File: config.mk
export PLATFORM = sky130hd
export DESIGN_NAME = rf_wb_arb
export DESIGN_NICKNAME = d
export VERILOG_FILES = /design/src/rtl/rf_pkg.sv /design/src/rtl/rf_scoreboard.sv /design/src/rtl/rf_wb_arb.sv
export SDC_FILE = /design/constraint.sdc
export NUM_CORES = 1
export LEC_CHECK = 0
export ABC_AREA = 1
export CORE_ASPECT_RATIO = 1.5
export CORE_MARGIN = 2
export CORE_UTILIZATION = 41
export CTS_CLUSTER_DIAMETER = 80
export CTS_CLUSTER_SIZE = 8
export DETAILED_ROUTE_END_ITERATION = 8
export PLACE_DENSITY = 0.8
export SETUP_SLACK_MARGIN = 0.3
export SLEW_MARGIN = 5
export SYNTH_ARGS = -nofsm -noshare
export SYNTH_HDL_FRONTEND = slang
export SYNTH_HIERARCHICAL = 1
export SYNTH_SLANG_ARGS = --single-unit
export TNS_END_PERCENT = 20
File: constraint.sdc
create_clock -name clk -period 1.31 [get_ports clk]
set_input_delay 0.131 -clock clk [delete_from_list [all_inputs] [get_ports clk]]
set_output_delay 0.131 -clock clk [all_outputs]
set_load 0.01 [all_outputs]
File: src/rtl/rf_pkg.sv
// rtl/rf_pkg.sv - shared widths and grant encoding for the writeback arbiter
package rf_pkg;

    localparam int DW   = 8;
    localparam int AW   = 3;
    localparam int NREG = 2 ** AW;

    typedef enum logic {
        GNT_ALU = 1'b0,
        GNT_LSU = 1'b1
    } grant_e;

endpackage

File: src/rtl/rf_scoreboard.sv
// rtl/rf_scoreboard.sv - per-register pending-write flags, set on alloc, cleared on writeback
module rf_scoreboard #(
    parameter int AW = rf_pkg::AW
) (
    input  logic              clk,
    input  logic              reset,
    input  logic              i_alloc_valid,
    input  logic [AW-1:0]     i_alloc_ptr,
    input  logic              i_clr_valid,
    input  logic [AW-1:0]     i_clr_ptr,
    output logic [2**AW-1:0]  o_busy
);

    localparam int NR = 2 ** AW;

    logic [NR-1:0] r_busy;
    logic [NR-1:0] w_set;
    logic [NR-1:0] w_clr;

    always_comb begin
        w_set = '0;
        w_clr = '0;
        if (i_alloc_valid) w_set[i_alloc_ptr] = 1'b1;
        if (i_clr_valid)   w_clr[i_clr_ptr]   = 1'b1;
    end

    // Set is applied after clear so an alloc racing a writeback keeps the flag.
    always_ff @(posedge clk or posedge reset) begin
        if (reset) begin
            r_busy <= '0;
        end else begin
            r_busy <= (r_busy & ~w_clr) | w_set;
        end
    end

    assign o_busy = r_busy;

endmodule

File: src/rtl/rf_wb_arb.sv
// rtl/rf_wb_arb.sv - round-robin ALU/LSU writeback arbiter with registered register-file write port
module rf_wb_arb #(
    parameter int DW = rf_pkg::DW,
    parameter int AW = rf_pkg::AW
) (
    input  logic              clk,
    input  logic              reset,
    input  logic              alu_valid,
    input  logic [AW-1:0]     alu_ptr,
    input  logic [DW-1:0]     alu_data,
    output logic              alu_ready,
    input  logic              lsu_valid,
    input  logic [AW-1:0]     lsu_ptr,
    input  logic [DW-1:0]     lsu_data,
    output logic              lsu_ready,
    input  logic              alloc_valid,
    input  logic [AW-1:0]     alloc_ptr,
    output logic              rf_we,
    output logic [AW-1:0]     rf_ptr_w,
    output logic [DW-1:0]     rf_di,
    output logic [2**AW-1:0]  busy
);

    import rf_pkg::*;

    grant_e        r_last_grant;
    logic          r_we;
    logic [AW-1:0] r_ptr;
    logic [DW-1:0] r_di;
    logic          w_gnt_alu;
    logic          w_gnt_lsu;

    // Contention goes to whichever port did not win last; readies never look at ptr/data.
    always_comb begin
        w_gnt_alu = 1'b0;
        w_gnt_lsu = 1'b0;
        if (!reset) begin
            w_gnt_alu = alu_valid && (!lsu_valid || (r_last_grant == GNT_LSU));
            w_gnt_lsu = lsu_valid && (!alu_valid || (r_last_grant == GNT_ALU));
        end
    end

    assign alu_ready = w_gnt_alu;
    assign lsu_ready = w_gnt_lsu;

    always_ff @(posedge clk or posedge reset) begin
        if (reset) begin
            r_last_grant <= GNT_LSU;
            r_we         <= 1'b0;
            r_ptr        <= '0;
            r_di         <= '0;
        end else begin
            r_we <= w_gnt_alu || w_gnt_lsu;
            if (w_gnt_alu) begin
                r_last_grant <= GNT_ALU;
                r_ptr        <= alu_ptr;
                r_di         <= alu_data;
            end else if (w_gnt_lsu) begin
                r_last_grant <= GNT_LSU;
                r_ptr        <= lsu_ptr;
                r_di         <= lsu_data;
            end
        end
    end

    assign rf_we    = r_we;
    assign rf_ptr_w = r_ptr;
    assign rf_di    = r_di;

    rf_scoreboard #(
        .AW(AW)
    ) u_scoreboard (
        .clk           (clk),
        .reset         (reset),
        .i_alloc_valid (alloc_valid),
        .i_alloc_ptr   (alloc_ptr),
        .i_clr_valid   (r_we),
        .i_clr_ptr     (r_ptr),
        .o_busy        (busy)
    );

endmodule

**Word-level counts from Yosys, hierarchy flattened**

Cells that the tools add are included.

- Output and inout port bits: 22
- Bits in read-only memories: 0
- Bits in latches: 0
- Memories: 0
- Bits in writable memories: 0
- Register bits after elaboration: 21
- Bits of input ports: 30

- Eq/ne operators: 0
- Bitwise logic cells: 4
- Order comparisons: 4
- Multiply operators: 0
- Shift operators: 0
- Reductions and logical operators: 10
- Add/sub/neg operators: 0
- Divide/modulo/power cells: 0
- Mux-type cells: 14

Operators by type and width:

| cell | count |
|---|---|
| 2-to-1 mux 8 bit | 4 |
| bitwise AND 8 bit | 1 |
| < comparator 3 x 4 -> 1 bit, second input constant | 2 |
| inverter 8 bit | 1 |
| OR 8 bit | 1 |
| demux 1 bit (select 3 bit) | 2 |
| greater-or-equal comparator 3 x 1 -> 1 bit, second input constant | 2 |
| 2-to-1 mux 1 bit | 6 |
| 2-to-1 mux 3 bit | 2 |
| logical AND 1 bit | 4 |
| logical OR 1 bit | 3 |
| logical NOT 1 bit | 2 |
| nonzero test 2 bit | 1 |
| inverter 1 bit | 1 |

**Depth between registers and ports, before layout**

- Word-level depth: 8
- Gate-level depth with buffers: 8
- Gate-level depth less buffers: 7

**By module**

Netlist, hierarchy kept.

Modules (own cells, without submodules):

| module | area an instance (µm²) | instances | sequential area each (µm²) | cells an instance |
|---|---|---|---|---|
| rf_wb_arb | 720.7 | 1 | 326.6 | 96 |
| rf_scoreboard | 411.6 | 1 | 200.2 | 62 |

**Least setup slack after synthesis**

No wires, ideal clock.

- Path kind: reg-to-reg
- From: reg r_last_grant
- To: reg r_di[1], in the netlist rf_di[1]
- Path slack: 0.199 ns
- Arrival: 0.994 ns
- Stages on the path, launching flop included: 9
- Setup time: 0.116 ns
- Data required time: 1.194 ns
- Cells stage by stage: dfstp_2 -> inv_2 -> nand2_2 -> nand2_2 -> buf_6 -> nand2_2 -> nand2_1 -> nand2_1 -> nand2_1

- Cells in the longest elaborated chain, start to end: 5
- Elaborated cells on any way between the ends: 9

Ends and longest elaborated chain:

| item | line | RTL |
|---|---|---|
| start: declaration | rf_wb_arb.sv:26 | `grant_e r_last_grant;` |
| start signal: assignment | rf_wb_arb.sv:48 | `r_last_grant <= GNT_LSU;` |
| start signal: assignment | rf_wb_arb.sv:55 | `r_last_grant <= GNT_ALU;` |
| start signal: assignment | rf_wb_arb.sv:59 | `r_last_grant <= GNT_LSU;` |
| inverter 1 bit | rf_wb_arb.sv:39 | `w_gnt_lsu = lsu_valid && (!alu_valid \|\| (r_last_grant == GNT_ALU));` |
| logical OR 1 bit | rf_wb_arb.sv:39 |  |
| logical AND 1 bit | rf_wb_arb.sv:39 |  |
| 2-to-1 mux 1 bit | rf_wb_arb.sv:37 | `if (!reset) begin` |
| nonzero test 2 bit (no source line) | -- |  |
| end signal: assignment | rf_wb_arb.sv:57 | `r_di <= alu_data;` |
| end signal: assignment | rf_wb_arb.sv:61 | `r_di <= lsu_data;` |
| end: declaration | rf_wb_arb.sv:29 | `logic [DW-1:0] r_di;` |

Parallel ways exist; a longest one is shown, timed or not.
A chain may end at the register's enable or synchronous reset.

**Worst setup path in the final report**

- From: reg r_last_grant
- To: out alu_ready

- Cells in the longest elaborated chain, start to end: 3

Ends and longest elaborated chain:

| item | line | RTL |
|---|---|---|
| logical OR 1 bit | rf_wb_arb.sv:38 | `w_gnt_alu = alu_valid && (!lsu_valid \|\| (r_last_grant == GNT_LSU));` |
| logical AND 1 bit | rf_wb_arb.sv:38 |  |
| 2-to-1 mux 1 bit | rf_wb_arb.sv:37 |  |
| end: declaration | rf_wb_arb.sv:11 | `output logic alu_ready,` |

No other way between the ends.

==> impl_results.md <==
- Status: complete, but fails checks
- Failing checks: setup timing
- Number of clock sinks: 21
- Floorplan core area: roughly 2600 µm²
- Sequential power share: 0.430
- H-tree levels: 1
- Maximum VDD drop: 0.560 mV
- Switching power: 0.000641 W
- Root buffer cell: clkbuf_8
- Latest clock arrival within the worst-skew pair: 0.26 ns
- Max frequency: approximately 720 MHz
- Crit-path cells: inv_2 > buf_4 > nand2_4 > nand2_4 > inv_2 > buf_6
- Total Die Area: between 3000 and 4000 µm²
- Via Count: roughly 1.2k
- Critical setup path kind: flop to output pin
- Avg Inst Size Synth: between 7 and 8 µm²
- GR Util All Layers: 0.209
- Worst-Margin Slew: 0.330 ns
- FF-to-FF Start: r_last_grant
- Clock share of power: 0.212
- Final HPWL DP: about 2300 µm
- DR DRC count: 0
- CP max-delay cell: dfstp_2
- Initial Utilization: 0.428
- Routed wire length: 3140 µm
- Final setup violation count: 2
- Row cnt: 23
- Die Wd: 46.9 µm
- Antenna violations before repair: 0
- Util after Layout: 0.684
- Family with the most delay on the worst path: flip-flops
- Capturing point of the worst reg2reg path: rf_di[6]
- Num CTS Buffers: 3
- Power per Cell Area: 1090 nW/µm²
- Unrepaired setup endpoints after global routing: true
- Comb pwr share: 0.358
- Vias in the first global route: about 1.2k
- Rel. slew slack: 0.780
- DP Worst Slack: -0.302 ns
- Fillers: ~230
- Ys Warns: 6
- Register area share after synthesis: 0.465
- Levels on crit path: 6
- # port buffers: 51
- DRT Pass-1 Iters: 4
- Startpoint types: flop
- Setup ws final: -0.0702 ns
- Final min period: between 1 and 1.5 ns
- Netlist cell types: 16
- Worst EP arrival: 1.25 ns
- CP Capture Type: output pin
- Hold/Removal Path Class: primary input to async pin
- GRT overflow: 0
- N_diodes: 0
- R2r worst-path depth: 9
- Fraction of layout cells with a size suffix above 1: 0.318
- Final period util: 1.05
- Worst-path clk slew: 0.07 ns
- Setup Skew: approximately 0.0015 ns
- # Max-Cap Violations: 0
- Post-Syn Area: 1130 µm²
- First-pass GRT wire length: between 4000 and 5000 µm
- Post-Syn Nets: 188
- Crit-path max cell delay: 0.53 ns
- Clock tree buffer depth: 2
- R2r setup slk: 0 ns
- Syn Inst Count: around 160
- Largest net degree at the start of global routing: 15
- Chip height: approximately 68 µm
- Static Leak: 0.982 nW
- Drt wl/cell: 12.1 µm
- CTS tree: built
- Routability cong.: between 0.8 and 0.9
- Synthesized flop and latch total: 21
- Int Power: ~0.0013 W
- DRT iter0 DRCs: 21
- Critical path required time: ~1.2 ns
- Net Sw Frac: 0.325
- Final Hold Viols: 0
- I/O pin cnt: between 50 and 60
- Buf+Inv Stages, Crit Path: 4
- Antenna Nets Post-Route: 0
- CP Max Fanout: 3
- P&R area growth vs syn: 59.9%
- Via density per instance: 4.73
- Nets@finish: about 250
- Max-slew violation count: 0
-- sequential cells by signal, summed over array words and instances, names as in the netlist --
register             count
rf_di                    8
rf_ptr_w                 3
rf_we                    1
r_last_grant             1
u_scoreboard/o_busy      8
-- per-stage QoR --
| stage | setup TNS [ns] | cells | power, W | area (µm²) | hold slack, ns |
|---|---|---|---|---|---|
| floorplan | 0 | 158 | 0.00117 | 1130 | -0.0533 |
| global placement | -2.34 | 249 | 0.00157 | 1720 | 0.457 |
| detailed placement | -3.38 | 249 | 0.00160 | 1720 | 0.457 |
| CTS | -0.0595 | 258 | 0.00199 | 1800 | 0.109 |
| global route | -0.581 | 260 | 0.00209 | 1810 | 0.133 |
| finish | -0.112 | 260 | 0.00197 | 1810 | 0.113 |
-- Yosys cell counts (all sizes together) --
master | number | share of area
buf | 4 | 0.031
o21ai | 3 | 0.017
inv | 17 | 0.056
o211ai | 1 | 0.0066
dfstp | 1 | 0.023
dfrtp | 20 | 0.44
clkbuf | 1 | 0.0066
nand2 | 91 | 0.33
nor2 | 9 | 0.043
nand3 | 11 | 0.049
-- how the worst max path moves through the flow --
| stage | slack [ns] | from | endpoint |
|---|---|---|---|
| 2_1_floorplan | 0.20 | r_last_grant | rf_di[1] |
| 3_3_place_gp | -0.23 | reset | alu_ready |
| 3_5_place_dp | -0.30 | reset | lsu_ready |
| 4_1_cts | -0.06 | r_last_grant | lsu_ready |
| 5_1_grt | -0.12 | r_last_grant | lsu_ready |
| 6_report | -0.07 | r_last_grant | alu_ready |
-- cell usage in the layout (no fill, tap or decap), types with 2 or more instances in the layout --
master and instances:
buf_12 2, buf_2 19, o21ai_1 2, dfrtp_2 2
nand2_2 12, nand2_1 77, nor2_4 4, inv_1 10
clkdlybuf4s50_1 27, buf_4 9, nand2_4 2, clkbuf_8 3
buf_6 5, dfrtp_1 18, inv_2 6, nor2_1 4
nand3_1 11
-- tightest hold or removal path: stages --
cell and delay [ns]:
dlygate4sd2_1 0.30, inv_2 0.08, buf_4 0.23
-- kinds of logic (layout without fill, tap and decap cells) --
logic type             after synthesis  after routing  share of synthesized area
AO/OA/AOI/OAI                        4              4                     0.0232
buffers and inverters               22             87                     0.0939
flip-flops                          21             21                      0.465
AND/OR/NAND/NOR                    111            111                      0.418
-- power by group through the flow --
stage | sequential, W | clock [W] | combinational (W)
4_1_cts | 0.000848 | 0.000436 | 0.000703
5_1_grt | 0.000862 | 0.000458 | 0.000772
3_5_place_dp | 0.000874 | 0 | 0.000722
2_1_floorplan | 0.000927 | 0 | 0.000240
6_report | 0.000848 | 0.000418 | 0.000705
3_3_place_gp | 0.000869 | 0 | 0.000704
-- cell type report --
| type | instances | area (µm²) | share of cell area |
|---|---|---|---|
| timing repair buffer | 66 | 581 | 0.321 |
| clock inverter | 1 | 5.00 | 0.00276 |
| tap | 37 | 46.3 | 0.0256 |
| sequential | 21 | 529 | 0.292 |
| multi-input combinational | 115 | 542 | 0.299 |
| inverter | 17 | 66.3 | 0.0366 |
| clock buffer | 3 | 41.3 | 0.0228 |
-- layer usage --
metal,global-route usage,share of wire
met1,0.205,0.37
met2,0.404,0.55
met3,0.0317,0.055
met4,0.0938,0.018
met5,0,0
-- what timing repair did --
item,4_1_cts,5_1_grt
setup buffers,5,1
hold buffers,0,0
hold endpoints to repair,0,0
pin swaps,23,12
cloned,0,1
setup endpoints to repair,35,32
gates resized for setup,87,25
No activity file was read; power rests on OpenSTA's default activity.
==> patch: new RTL, config.mk and constraints unchanged <==
Set the package constant `AW` to 5 (it was 3).
--- a/src/rtl/rf_pkg.sv
+++ b/src/rtl/rf_pkg.sv
@@ -2,7 +2,7 @@
 package rf_pkg;
 
     localparam int DW   = 8;
-    localparam int AW   = 3;
+    localparam int AW   = 5;
     localparam int NREG = 2 ** AW;
 
     typedef enum logic {
Interface: changed (5 resized); port bits go from 52 to 84. No check against the original RTL was run, so the function may have changed too.
==> patch against the unedited design <==
  * The run still ends with negative setup slack left
  * Wire length rose to 3.1 times the old value
  * Total power rose to 2.8 times the old value
  * Final area rose by 140%
  * Area after synthesis rose by 110%
  * Sequential cell count rose by 26
  * Setup slack got worse by 0.17 ns
  * First-iteration DRC count rose to 9.2 times the old value
  * Critical path type is now flip-flop to flip-flop
  * Clock skew rose by 0.0027 ns
  * Sequential power rose to 2.6 times the old value
==> patch: results (changes against the unedited design) <==
Setup path
- **Worst Path Max Fanout** 2, was 3
- **Crit path largest cell delay** 0.56 ns, was 0.53 ns
- **Reg2Reg Capture Point** r_last_grant, was rf_di[6]
- **endpoint arrival time on the critical path** 1.79 ns, was 1.25 ns
- **gate family responsible for the most delay along the worst path** buffers and inverters, was flip-flops

Global route
- **largest net degree at the start of global routing** 33, was 15
- **vias in the first global route** 2770, was 1164
- **gr usage total** 26.06%, was 20.93%
- **global-route wire length before repair** 12800 um, was 4740 um

Logic synthesis
- **list of most frequent post-synthesis cells** 168 x sky130_fd_sc_hd__nand2_1, 46 x sky130_fd_sc_hd__dfrtp_1, 25 x sky130_fd_sc_hd__nand3_1, was 80 x sky130_fd_sc_hd__nand2_1, 20 x sky130_fd_sc_hd__dfrtp_1, 11 x sky130_fd_sc_hd__inv_1, 11 x sky130_fd_sc_hd__nand2_2, 11 x sky130_fd_sc_hd__nand3_1
- **Post-Synthesis Mean Instance Area** 7.575 sq um, was 7.167 sq um
- **Synthesized Nets** 348, was 188
- **Synth area leaders** sky130_fd_sc_hd__dfrtp_1 49%, sky130_fd_sc_hd__nand2_1 27%, sky130_fd_sc_hd__nand3_1 5.3%, sky130_fd_sc_hd__nand2_2 2.6%, sky130_fd_sc_hd__o21ai_0 2.3%, was sky130_fd_sc_hd__dfrtp_1 44%, sky130_fd_sc_hd__nand2_1 27%, sky130_fd_sc_hd__nand2_2 6.1%, sky130_fd_sc_hd__nand3_1 4.9%, sky130_fd_sc_hd__inv_1 3.6%
- **Unique masters post-synth** 20, was 16

Pwr
- **relative contribution of sequential cells to total power** 40.3%, was 43.0%
- **worst-case vdd ir drop** 0.6732 mV, was 0.5597 mV
- **power consumed by combinational cells** 0.00240 W, was 0.000705 W
- **relative contribution of combinational cells to total power** 43.8%, was 35.8%
- **cell-internal power** 0.003366 W, was 0.001329 W
- **Static Leakage** 1.995 nW, was 0.9815 nW

Timing
- **Setup Viol. Count Final** 16, was 2
- **worst clock skew on the final layout** 0.004181 ns, was 0.001471 ns
- **worst slew margin relative to its limit** 68.96%, was 78.00%
- **final setup margin** -0.2366 ns, was -0.07019 ns
- **hold slack final** 0.03623 ns, was 0.1132 ns

Clock tree
- **Num CTS Buffers** 5, was 3
- **H-Tree Depth** 2, was 1

Final layout
- **non-filler cells in the finished layout** 526, was 260
- **number of filler instances in the final layout** 371, was 226
- **layout cell share with drive strength beyond 1** 49.56%, was 31.84%
- **multi-input gate area in the final layout** 0.001481 sq mm, was 541.8 sq um

Place
- **post-placement setup slack** -0.2785 ns, was -0.3023 ns
- **weighted congestion at the end of routability-driven global placement** 0.8986, was 0.8136
- **PortBufs** 83, was 51
- **detailed placement HPWL** 5086 um, was 2299 um

Run status
- **result of the run** finished with violations, unchanged
- **failing checks** negative setup slack, unchanged

Routing
- **number of detailed-route iterations in the first pass** 6, was 4

-- patch: metal layers --
metal / track usage, % / vias to the layer above / share of wire [%]
li1: - / 1269 / -
met1: 25.88 / 1340 / 30
met2: 47.71 / 172 / 55
met3: 5.930 / 62 / 6.9
met4: 14.44 / 0 / 7.6
met5: 0 / - / 0
-- patch: repair_timing --
item,CTS,global route
gates resized for setup,305,71
endpoints found under the hold margin,0,0
cloned,0,2
pin swaps,66,81
setup buffers,13,12
setup endpoints to repair,95,60
-- patch: cell families (layout without fill, tap and decap cells) --
family	after synthesis	count (layout)	share of synthesized area [%]
simple gates	227	227	42.19
buf+inv	24	168	4.765
compound gates	14	14	3.229
flops	47	47	49.81
-- patch: final cells by class --
cell class	instances	area share, %
Multi-Input combinational cell	241	34.63
Timing Repair Buffer	142	31.24
Sequential cell	47	27.64
Inverter	18	2.545
Tap cell	70	2.047
Clock buffer	7	1.784
Clock inverter	1	0.1170
